**src/rtl/portb_change_irq_ctrl.sv**
```systemverilog
// -----------------------------------------------------------------------------
// portb_change_irq_ctrl
//
// Interrupt and change-detect controller for the PORTB bidirectional port.
// This block synchronises the resolved port value and produces two sticky
// flags in the PIC16 style:
//   - INTF : an edge on RB0/INT, with the polarity selected by intedg
//   - RBIF : a change on input-configured RB7:RB4 relative to the value
//            captured at the last PORTB read
// After reset, a short INIT phase lets the synchroniser fill with real pin
// values. This prevents reset values from raising spurious flags.
//
// Ports
//   clk       in   system clock
//   rst_n     in   asynchronous active-low reset
//   port_in   in   resolved port value (pin value where tris=1)
//   tris      in   TRIS register; 1 = input
//   portb_rd  in   one-cycle strobe, CPU reads PORTB this cycle
//   intedg    in   1 = rising edge on RB0/INT, 0 = falling edge
//   inte      in   INTCON.INTE
//   rbie      in   INTCON.RBIE
//   gie       in   INTCON.GIE
//   intf_clr  in   CPU writes INTF=0 this cycle
//   rbif_clr  in   CPU writes RBIF=0 this cycle
//   intf      out  RB0/INT flag (sticky)
//   rbif      out  port-change flag (sticky)
//   irq       out  gie & ((intf & inte) | (rbif & rbie))
//   wake      out  (intf & inte) | (rbif & rbie), independent of gie
//
// SYNC_STAGES must be in 2..4. WIDTH must be 8.
// -----------------------------------------------------------------------------
module portb_change_irq_ctrl #(
  parameter int SYNC_STAGES = 2,
  parameter int WIDTH       = 8
) (
  input  logic             clk,
  input  logic             rst_n,
  input  logic [WIDTH-1:0] port_in,
  input  logic [WIDTH-1:0] tris,
  input  logic             portb_rd,
  input  logic             intedg,
  input  logic             inte,
  input  logic             rbie,
  input  logic             gie,
  input  logic             intf_clr,
  input  logic             rbif_clr,
  output logic             intf,
  output logic             rbif,
  output logic             irq,
  output logic             wake
);

  typedef enum logic {
    ST_INIT  = 1'b0,
    ST_ARMED = 1'b1
  } state_e;

  // The counter runs 0..SYNC_STAGES. The FSM arms on the cycle after the
  // counter reaches its last value.
  localparam logic [2:0] CNT_LAST = 3'(SYNC_STAGES);

  state_e                          state_q, state_d;
  logic [2:0]                      cnt_q, cnt_d;
  logic [SYNC_STAGES-1:0][WIDTH-1:0] sync_q;
  logic [WIDTH-1:0]                s;
  logic                            prev0_q;
  logic [3:0]                      rb_latch_q, rb_latch_d;
  logic                            intf_q, intf_d;
  logic                            rbif_q, rbif_d;
  logic                            armed;
  logic                            mismatch;
  logic                            int_edge;
  logic                            unused_bits;

  assign s     = sync_q[SYNC_STAGES-1];
  assign armed = (state_q == ST_ARMED);

  // Only RB0 and RB7:RB4 carry meaning here. The remaining bits are
  // synchronised only because the whole bus passes through one flop array.
  assign unused_bits = ^{tris[3:1], s[3:1]};

  // ---------------------------------------------------------------------------
  // FSM and change-latch next state
  // ---------------------------------------------------------------------------
  always_comb begin
    // NOTE: every signal gets a default before the case statement. A path
    // that leaves a signal unassigned would infer a latch.
    state_d    = state_q;
    cnt_d      = cnt_q;
    rb_latch_d = rb_latch_q;
    unique case (state_q)
      ST_INIT: begin
        // The latch tracks the pins while the synchroniser fills. This way
        // ARMED starts with no pending mismatch.
        rb_latch_d = s[7:4];
        if (cnt_q == CNT_LAST) begin
          state_d = ST_ARMED;
        end else begin
          cnt_d = cnt_q + 3'd1;
        end
      end
      ST_ARMED: begin
        if (portb_rd) begin
          rb_latch_d = s[7:4];
        end
      end
      default: state_d = ST_INIT;
    endcase
  end

  // ---------------------------------------------------------------------------
  // Flag set detection and flag next state
  // ---------------------------------------------------------------------------
  always_comb begin
    // A read in the same cycle still compares against the old latch. As a
    // result, a coincident change is not lost.
    mismatch = armed && (|(tris[7:4] & (s[7:4] ^ rb_latch_q)));
    // The edge compares the pin against its own previous value. Toggling
    // intedg alone therefore cannot create an edge.
    int_edge = armed && tris[0] &&
               (intedg ? (s[0] & ~prev0_q) : (~s[0] & prev0_q));

    // A set in the same cycle as a clear wins over the clear.
    intf_d = intf_q;
    if (int_edge)      intf_d = 1'b1;
    else if (intf_clr) intf_d = 1'b0;

    rbif_d = rbif_q;
    if (mismatch)      rbif_d = 1'b1;
    else if (rbif_clr) rbif_d = 1'b0;
  end

  // ---------------------------------------------------------------------------
  // State registers
  // ---------------------------------------------------------------------------
  // NOTE: sequential state uses non-blocking assignments only. Every
  // register then samples the pre-edge value of every other register.
  always_ff @(posedge clk or negedge rst_n) begin
    if (!rst_n) begin
      // NOTE: the synchroniser array is reset explicitly. Its stale contents
      // would otherwise reach the latch and the edge detector.
      sync_q     <= '0;
      prev0_q    <= 1'b0;
      rb_latch_q <= 4'h0;
      intf_q     <= 1'b0;
      rbif_q     <= 1'b0;
      state_q    <= ST_INIT;
      cnt_q      <= 3'd0;
    end else begin
      sync_q     <= {sync_q[SYNC_STAGES-2:0], port_in};
      prev0_q    <= s[0];
      rb_latch_q <= rb_latch_d;
      intf_q     <= intf_d;
      rbif_q     <= rbif_d;
      state_q    <= state_d;
      cnt_q      <= cnt_d;
    end
  end

  // ---------------------------------------------------------------------------
  // Outputs
  // ---------------------------------------------------------------------------
  assign intf = intf_q;
  assign rbif = rbif_q;
  assign wake = (intf_q & inte) | (rbif_q & rbie);
  assign irq  = gie & wake;

endmodule

```
**config.mk**
```make
export PLATFORM = sky130hd
export DESIGN_NAME = portb_change_irq_ctrl
export DESIGN_NICKNAME = d
export VERILOG_FILES = /design/src/rtl/portb_change_irq_ctrl.sv
export SDC_FILE = /design/constraint.sdc
export NUM_CORES = 1
export LEC_CHECK = 0
export ABC_AREA = 1
export BUFFER_PORTS_ARGS = -buffer_cell sky130_fd_sc_hd__buf_2
export CAP_MARGIN = 20
export CORE_MARGIN = 3
export CORE_UTILIZATION = 47
export CTS_CLUSTER_DIAMETER = 150
export DETAILED_ROUTE_END_ITERATION = 6
export PLACE_DENSITY = 0.81
export SKIP_LAST_GASP = 1
export SYNTH_ARGS = -nofsm -noshare
export SYNTH_HDL_FRONTEND = slang
export SYNTH_SLANG_ARGS = --single-unit
```
**constraint.sdc**
```tcl
create_clock -name clk -period 1.6 [get_ports clk]
set_clock_uncertainty 0.2 [all_clocks]
set_input_delay 0.08 -clock clk [delete_from_list [all_inputs] [get_ports clk]]
set_output_delay 0.08 -clock clk [all_outputs]
set_load 0.02 [all_outputs]
```
**Word-level counts from Yosys, hierarchy flattened**

Index checks and enable logic that the tools add are counted.

- Register bits after elaboration: 27
- Output and inout bits: 4
- Word-level logic and storage cells: 39

- $add $sub $neg: 1
- Eq/ne operators: 2
- Mux-type cells: 9
- Bitwise logic cells: 12
- Reduce and logical (&&, ||, !) cells: 7

Operators with widths:

| kind | number |
|---|---|
| $pmux W4 S2 | 1 |
| $mux W1 | 7 |
| $and A1 B1 Y1 | 5 |
| $and A4 B4 Y4 | 1 |
| $mux W4 | 1 |
| $not A1 Y1 | 4 |
| $reduce_bool A2 Y1 | 2 |
| $reduce_or A4 Y1 | 1 |
| $xor A4 B4 Y4 | 1 |
| $add A3 B1 Y3 const B | 1 |
| $eq A3 B2 Y1 const B | 1 |
| $logic_and A1 B1 Y1 | 3 |
| $ne A2 B2 Y1 const B | 1 |
| $reduce_and A2 Y1 | 1 |
| $or A1 B1 Y1 | 1 |

**Logic depth before layout (Yosys ltp)**

Gate-level depths: netlist of the first run.

- Depth in word-level cells: 5
- Gate-level depth with buffers: 8

**Least setup slack after synthesis of the first run**

No wires, ideal clock.

- Kind: reg2out
- Start: reg intf_q, in the netlist intf
- End: out irq
- Arrival time: 1.011 ns
- Required time: 1.320 ns
- Slack: 0.309 ns
- Cell stages (with the launch flop): 3
- Path buffers: 0
- Cells stage by stage: dfrtp_1 > a22o_1 > and2_1

- Word-level cells in the longest chain between the ends: 3

RTL lines:

| element | RTL line | source |
|---|---|---|
| from (decl) | 68 | `logic intf_q, intf_d;` |
| from (signal assigned) | 153 | `intf_q <= intf_d;` |
| $and A1 B1 Y1 | 165 | `assign wake = (intf_q & inte) \| (rbif_q & rbie);` |
| $or A1 B1 Y1 | 165 |  |
| named net wake | 50 | `output logic wake` |
| $and A1 B1 Y1 | 166 | `assign irq = gie & wake;` |
| to (decl) | 49 | `output logic irq,` |

The timed path passes the listed nets, and every way through them passes these cells.

**Final worst setup path of the first run**

- Start: reg sync_q (netlist bit s[0])
- End: reg intf_q, in the netlist intf

- Word-level cells in the longest chain between the ends: 5

RTL lines:

| element | RTL line | source |
|---|---|---|
| from (decl) | 64 | `logic [SYNC_STAGES-1:0][WIDTH-1:0] sync_q;` |
| from (signal assigned) | 150 | `sync_q <= {sync_q[SYNC_STAGES-2:0], port_in};` |
| $not A1 Y1 | 121 | `(intedg ? (s[0] & ~prev0_q) : (~s[0] & prev0_q));` |
| $and A1 B1 Y1 | 121 |  |
| $mux W1 (*) | 121 |  |
| $logic_and A1 B1 Y1 (*) | 120 | `int_edge = armed && tris[0] &&` |
| $mux W1 or $reduce_bool A2 Y1 (tied branches) | - |  |

Every way passes the cells marked *; elsewhere a longest branch is shown, timed or not.
A chain may end at the register's enable or synchronous reset.

==> results of run 1 <==
==> power breakdown <==
part / leakage [nW] / total [mW] / internal (mW) / switching [mW]
sequential: 0.243 / 0.576 / 0.559 / 0.0165
combinational: 0.327 / 0.129 / 0.0689 / 0.0604
clock: 0.0150 / 0.239 / 0.0970 / 0.142
==> layout by cell type, fill, tap and decap left out, drive strengths merged <==
cell type,synthesis,final
a21oi,1,1
a22o,1,1
and2,1,1
buf,0,22
clkbuf,0,4
dfrtp,21,21
dlygate4sd3,0,12
ha,2,2
inv,13,13
mux2,2,2
nand2,17,17
nand3,3,3
nor2,6,6
o21ai,4,4
o21bai,1,1
o22ai,1,1
xor2,2,2
==> worst min-delay path, stage by stage <==
cell	delay, ps
buf_2	70
nand2_1	50
nor2_1	80
nor2_1	50
nand2_1	50
nand2_1	40
nand2_1	50
==> timing repair <==
action | in CTS | in global routing
hold buffers | 12 | 0
setup endpoints to repair | 0 | 0
hold endpoints to repair | 30 | 0
==> kinds of logic (layout without fill, tap and decap cells) <==
logic type | Yosys count | after routing
and+or+nand+nor | 27 | 27
DFF | 21 | 21
buffers and inverters | 13 | 51
AOI/OAI and AO/OA | 8 | 8
adders and majority gates | 2 | 2
xor gates and xnor gates | 2 | 2
muxes | 2 | 2
==> worst max path at each step <==
stage               endpoint     start  cells past startpoint
detailed placement  cnt_q[2]  cnt_q[0]                      6
CTS                      irq      intf                      3
global route            intf   prev0_q                      5
global placement    cnt_q[2]  cnt_q[0]                      6
finish                  intf      s[0]                      5
floorplan                irq      intf                      2
==> state kept, by name, summed over array words and instances (netlist names) <==
| register | flops |
|---|---|
| intf | 1 |
| rbif | 1 |
| prev0_q | 1 |
| sync_q | 5 |
| s | 5 |
| cnt_q | 3 |
| rb_latch_q | 4 |
| armed | 1 |
==> layer usage <==
layer / vias up / wire length, um / track usage [%]
li1: 306 / - / -
met1: 262 / 547 / 13.7
met2: 17 / 733 / 25.6
met3: 4 / 68 / 2.26
met4: 0 / 36 / 9.68
met5: - / 0 / 0
==> cell usage after synthesis <==
| cell | instances | area [um^2] |
|---|---|---|
| a21oi_1 | 1 | 5.00 |
| nand2_2 | 1 | 6.26 |
| nor2_1 | 5 | 18.8 |
| inv_1 | 13 | 48.8 |
| o21bai_4 | 1 | 18.8 |
| nand2_1 | 16 | 60.1 |
| nand3_1 | 3 | 15.0 |
| nor2_4 | 1 | 11.3 |
| xor2_1 | 2 | 17.5 |
| a22o_1 | 1 | 8.76 |
| dfrtp_1 | 21 | 526 |
| and2_1 | 1 | 6.26 |
| mux2_4 | 2 | 30.0 |
| o21ai_0 | 4 | 20.0 |
| o22ai_1 | 1 | 6.26 |
| ha_1 | 2 | 25.0 |
==> cell type report <==
cell class                 count  area, um^2
clock buffer                   4        26.3
fill                         122         477
inverter                      13        48.8
multi-input combinational     41         249
sequential                    21         526
tap                           16        20.0
timing repair buffer          34         230
==> impl_metrics.json, run 1 <==
{
  "synth.cell_area_um2": 823,
  "final.setup.tns_ps": 0,
  "drv_cap": 0,
  "worst_hold_path_type": "in -> reg",
  "slew_viol_final": 0,
  "power_density_nw_per_um2": 859,
  "synthAdderAreaFrac_pct": 3.04,
  "ir_worst_vdd_mv": 0.693,
  "final_hold_viol_count": 0,
  "cp_slowest_stage_delay_ps": 550,
  "period_share_pct": 94.4,
  "clock_sinks": 21,
  "rsz0062_at_grt": "false",
  "hold_path_end": "rbif",
  "path_cells": "inv_1 > o21ai_0 > nand3_1 > o22ai_1 > dlygate4sd3_1",
  "synth-xor-area-share_pct": 2.13,
  "route.detailed.drc": 0,
  "holdWs_ps": 4.09,
  "worst_slack_ps": 89.2,
  "synth_top_family_by_area": "simple AND/OR/NAND/NOR gates",
  "cts_resized": 0,
  "fp.dieW_um": 47.9,
  "layout.nets": 141,
  "io_buffers": 22,
  "wl_mm": 1.39,
  "grt_pass1_vias": 541,
  "diodes": 0,
  "vias": 589,
  "grt_usage_pct": 13.8,
  "numPlacedInstances": 113,
  "initial_core_util_pct": 52.2,
  "finalCriticalPeriod_ps": 1510,
  "cts_setup_buffers": 0,
  "dp_hpwl_mm": 1.04,
  "row_count": 14,
  "hold_depth": 7,
  "antenna_found_initial": 0,
  "reg2reg_from": "s[0]",
  "synth.area.mux_share_pct": 3.65,
  "critPathTopFamily": "buffers and inverters",
  "cellLeakagePower_nw": 0.586,
  "overflow": 0,
  "hp-start": "tris[7]",
  "cts_tree": "built",
  "outcome": "completed",
  "worstPathRequired_ps": 1590,
  "rr_endpoint": "intf",
  "dpl_cell_area_um2": 953,
  "synth_seq_cells": 21,
  "arrival_ps": 1500,
  "syn2layout_area_growth_pct": 33.6,
  "synth-compound-area-share_pct": 7.14,
  "max-slew-margin-rel_pct": 70.1,
  "first_pass_iters": 4,
  "ys_seq_area_share_pct": 63.8,
  "ff2ff_path_depth": 5,
  "worstSetupPathType": "reg -> reg",
  "layout.cells.non_filler": 129,
  "gp_congestion": 0.736,
  "root_buffer": "clkbuf_4",
  "path_buf_inv": 2,
  "clockBufferDepth": 2,
  "syn_area_per_cell_um2": 11.0,
  "grt_max_degree": 22,
  "fin_util_pct": 69.8,
  "worstSkewPairLatency_ps": 290,
  "postRouteAntennaNets": 0,
  "coreArea_um2": 1580,
  "drive_above_1_share_pct": 26.5,
  "numCtsBuffers": 3,
  "io_pins": 29,
  "dieArea_um2": 2290,
  "worstSetupStartpointType": "flop",
  "place_ws_ps": 218,
  "tightest_slew_ps": 448,
  "finalPower_uw": 944,
  "ys_types": 16,
  "ys_warn_count": 0,
  "synth_fp_nets": 102,
  "crit_fanout": 2,
  "timing.fmax_mhz": 662,
  "path_clk_slew_ps": 100,
  "postSynthCellCount": 75,
  "fin_area_um2": 1100,
  "ff2ff_setup_slack_ps": 90,
  "wl_per_cell_um": 10.8,
  "critPathSlowestCell": "dlygate4sd3_1",
  "die_h_um": 47.9,
  "finalSetupViolations": 0,
  "post_drt_via_cell_ratio": 4.57,
  "synth_simple_gate_area_share_pct": 14.3,
  "first_iter_violations": 4,
  "htree_levels": 1,
  "grt_pass1_wl_mm": 2.08,
  "cp-end-kind": "flop"
}
Note: power is estimated with default switching activity, not from simulation.
==> run 2, diff against run 1 <==
==> constraint.sdc (replaced) <==
create_clock -name clk -period 1.6 [get_ports clk]
set_clock_uncertainty 0.2 [all_clocks]
set_input_delay 0.16 -clock clk [delete_from_list [all_inputs] [get_ports clk]]
set_output_delay 0.16 -clock clk [all_outputs]
set_load 0.02 [all_outputs]
==> run 2 against run 1 <==
Compared with the run above: combinational power hardly changed; global-route usage shrank 0.31 points; critical path type is now reg -> out; largest power group unchanged; first-iteration DRC count is 25% higher; design area fell by 2.2%; fmax fell by 2.5%; via count fell by 0.85%.
==> impl_metrics.json, run 2 (synthesis gave the netlist of run 1 again) <==
{
  "outcome": "completed",
  "wl_per_cell_um": 10.8,
  "fin_area_um2": 1080,
  "first_iter_violations": 5,
  "postRouteAntennaNets": 0,
  "dieArea_um2": 2290,
  "cts_tree": "built",
  "fin_util_pct": 68.3,
  "dpl_cell_area_um2": 953,
  "layout.nets": 138,
  "gp_congestion": 0.736,
  "period_share_pct": 96.8,
  "die_h_um": 47.9,
  "clockBufferDepth": 2,
  "rsz0062_at_grt": "false",
  "crit_fanout": 3,
  "vias": 584,
  "worst_slack_ps": 50.7,
  "coreArea_um2": 1580,
  "clock_sinks": 21,
  "finalCriticalPeriod_ps": 1550,
  "cp_slowest_stage_delay_ps": 410,
  "finalSetupViolations": 0,
  "root_buffer": "clkbuf_4",
  "critPathTopFamily": "flip-flops",
  "drv_cap": 0,
  "intPower_uw": 723,
  "wl_mm": 1.36,
  "worstSetupStartpointType": "flop",
  "fp.dieW_um": 47.9,
  "worst_hold_path_type": "in -> reg",
  "post_drt_via_cell_ratio": 4.63,
  "p_sw_uw": 219,
  "final.setup.tns_ps": 0,
  "overflow": 0,
  "grt_pass1_vias": 544,
  "power_density_nw_per_um2": 875,
  "htree_levels": 1,
  "diodes": 0,
  "drive_above_1_share_pct": 27.3,
  "worstSkewPairLatency_ps": 290,
  "n_fill_cell": 125,
  "worstPathRequired_ps": 1240,
  "grt_pass1_wl_mm": 2.04,
  "route.detailed.drc": 0,
  "max-slew-margin-rel_pct": 70.1,
  "slew_viol_final": 0,
  "arrival_ps": 1190,
  "worstSetupPathType": "reg -> out",
  "critPathSlowestCell": "dfrtp_1",
  "path_buf_inv": 1,
  "path_cells": "a22o_1 > and2_1 > buf_6",
  "numCtsBuffers": 3,
  "row_count": 14,
  "io_pins": 29,
  "power.share.combinational_pct": 13.4,
  "grt_usage_pct": 13.5,
  "netSwitchingFraction_pct": 23.2,
  "path_clk_slew_ps": 100,
  "syn2layout_area_growth_pct": 30.7,
  "final_hold_viol_count": 0,
  "clkPwrFrac_pct": 25.4,
  "ir_worst_vdd_mv": 0.692,
  "timing.fmax_mhz": 645,
  "power_frac_seq_pct": 61.1,
  "first_pass_iters": 4,
  "antenna_found_initial": 0,
  "cellLeakagePower_nw": 0.575,
  "place_ws_ps": 218,
  "cts_setup_buffers": 0,
  "cp-end-kind": "output pin",
  "io_buffers": 22,
  "initial_core_util_pct": 52.2,
  "dp_hpwl_mm": 1.04,
  "tightest_slew_ps": 448,
  "final_cell_mix": "dfrtp_1, buf_2, nand2_1",
  "grt_max_degree": 22
}
==> run 2: changes by cell type in the layout (fill, tap and decap cells not counted), sizes merged <==
cell,change
dlygate4sd3,-3
==> run 2: final timing paths <==
path,cells past startpoint,slack (ps),startpoint,to
setup reg to reg,5,90,s[0],intf
hold / removal,4,30,portb_rd,rb_latch_q[1]
hold reg to reg,0,160,sync_q[0],s[0]
setup / recovery,3,50,intf,irq
min in group asynchronous,2,140,rst_n,sync_q[4]
max in group asynchronous,2,750,rst_n,rb_latch_q[0]
==> run 2: timing repair <==
action	in CTS	in global routing
setup endpoints to repair	0	1
hold buffers	9	0
gates resized for setup	0	2
hold endpoints to repair	28	0
==> run 2: metrics by stage <==
step / hold WS (ps) / power [mW] / instances
detailed placement: -66.4 / 0.694 / 113
CTS: 18.6 / 0.953 / 126
floorplan: -336 / 0.642 / 75
finish: 27.3 / 0.941 / 126
global placement: -71.8 / 0.687 / 113
global route: 45.0 / 1.00 / 126
==> run 2: worst register-to-register path: stages (launching register included) <==
cell,delay [ps]
dfrtp_1,390
inv_1,60
o21ai_0,80
nand3_1,70
o22ai_1,60
dlygate4sd3_1,550
==> run 2: metal layers <==
layer	up-vias	global-route usage (%)	wire, um
met3	4	2.26	67
li1	299	-	-
met5	-	0	0
met2	17	25.1	723
met4	0	9.68	36
met1	264	13.2	530
==> run 2: final cells by class <==
type / instances / area, um^2 / area share (%)
clock buffer: 4 / 26.3 / 2.44
inverter: 13 / 48.8 / 4.53
multi-input combinational: 41 / 249 / 23.1
sequential: 21 / 526 / 48.8
tap: 16 / 20.0 / 1.86
timing repair buffer: 31 / 206 / 19.2
==> run 2: power by group through the flow <==
stage / clock, mW / combinational, mW / sequential (mW)
6_report: 0.239 / 0.127 / 0.576
5_1_grt: 0.278 / 0.143 / 0.579
4_1_cts: 0.251 / 0.125 / 0.576
3_5_place_dp: 0 / 0.107 / 0.587
3_3_place_gp: 0 / 0.103 / 0.584
2_1_floorplan: 0 / 0.0529 / 0.589
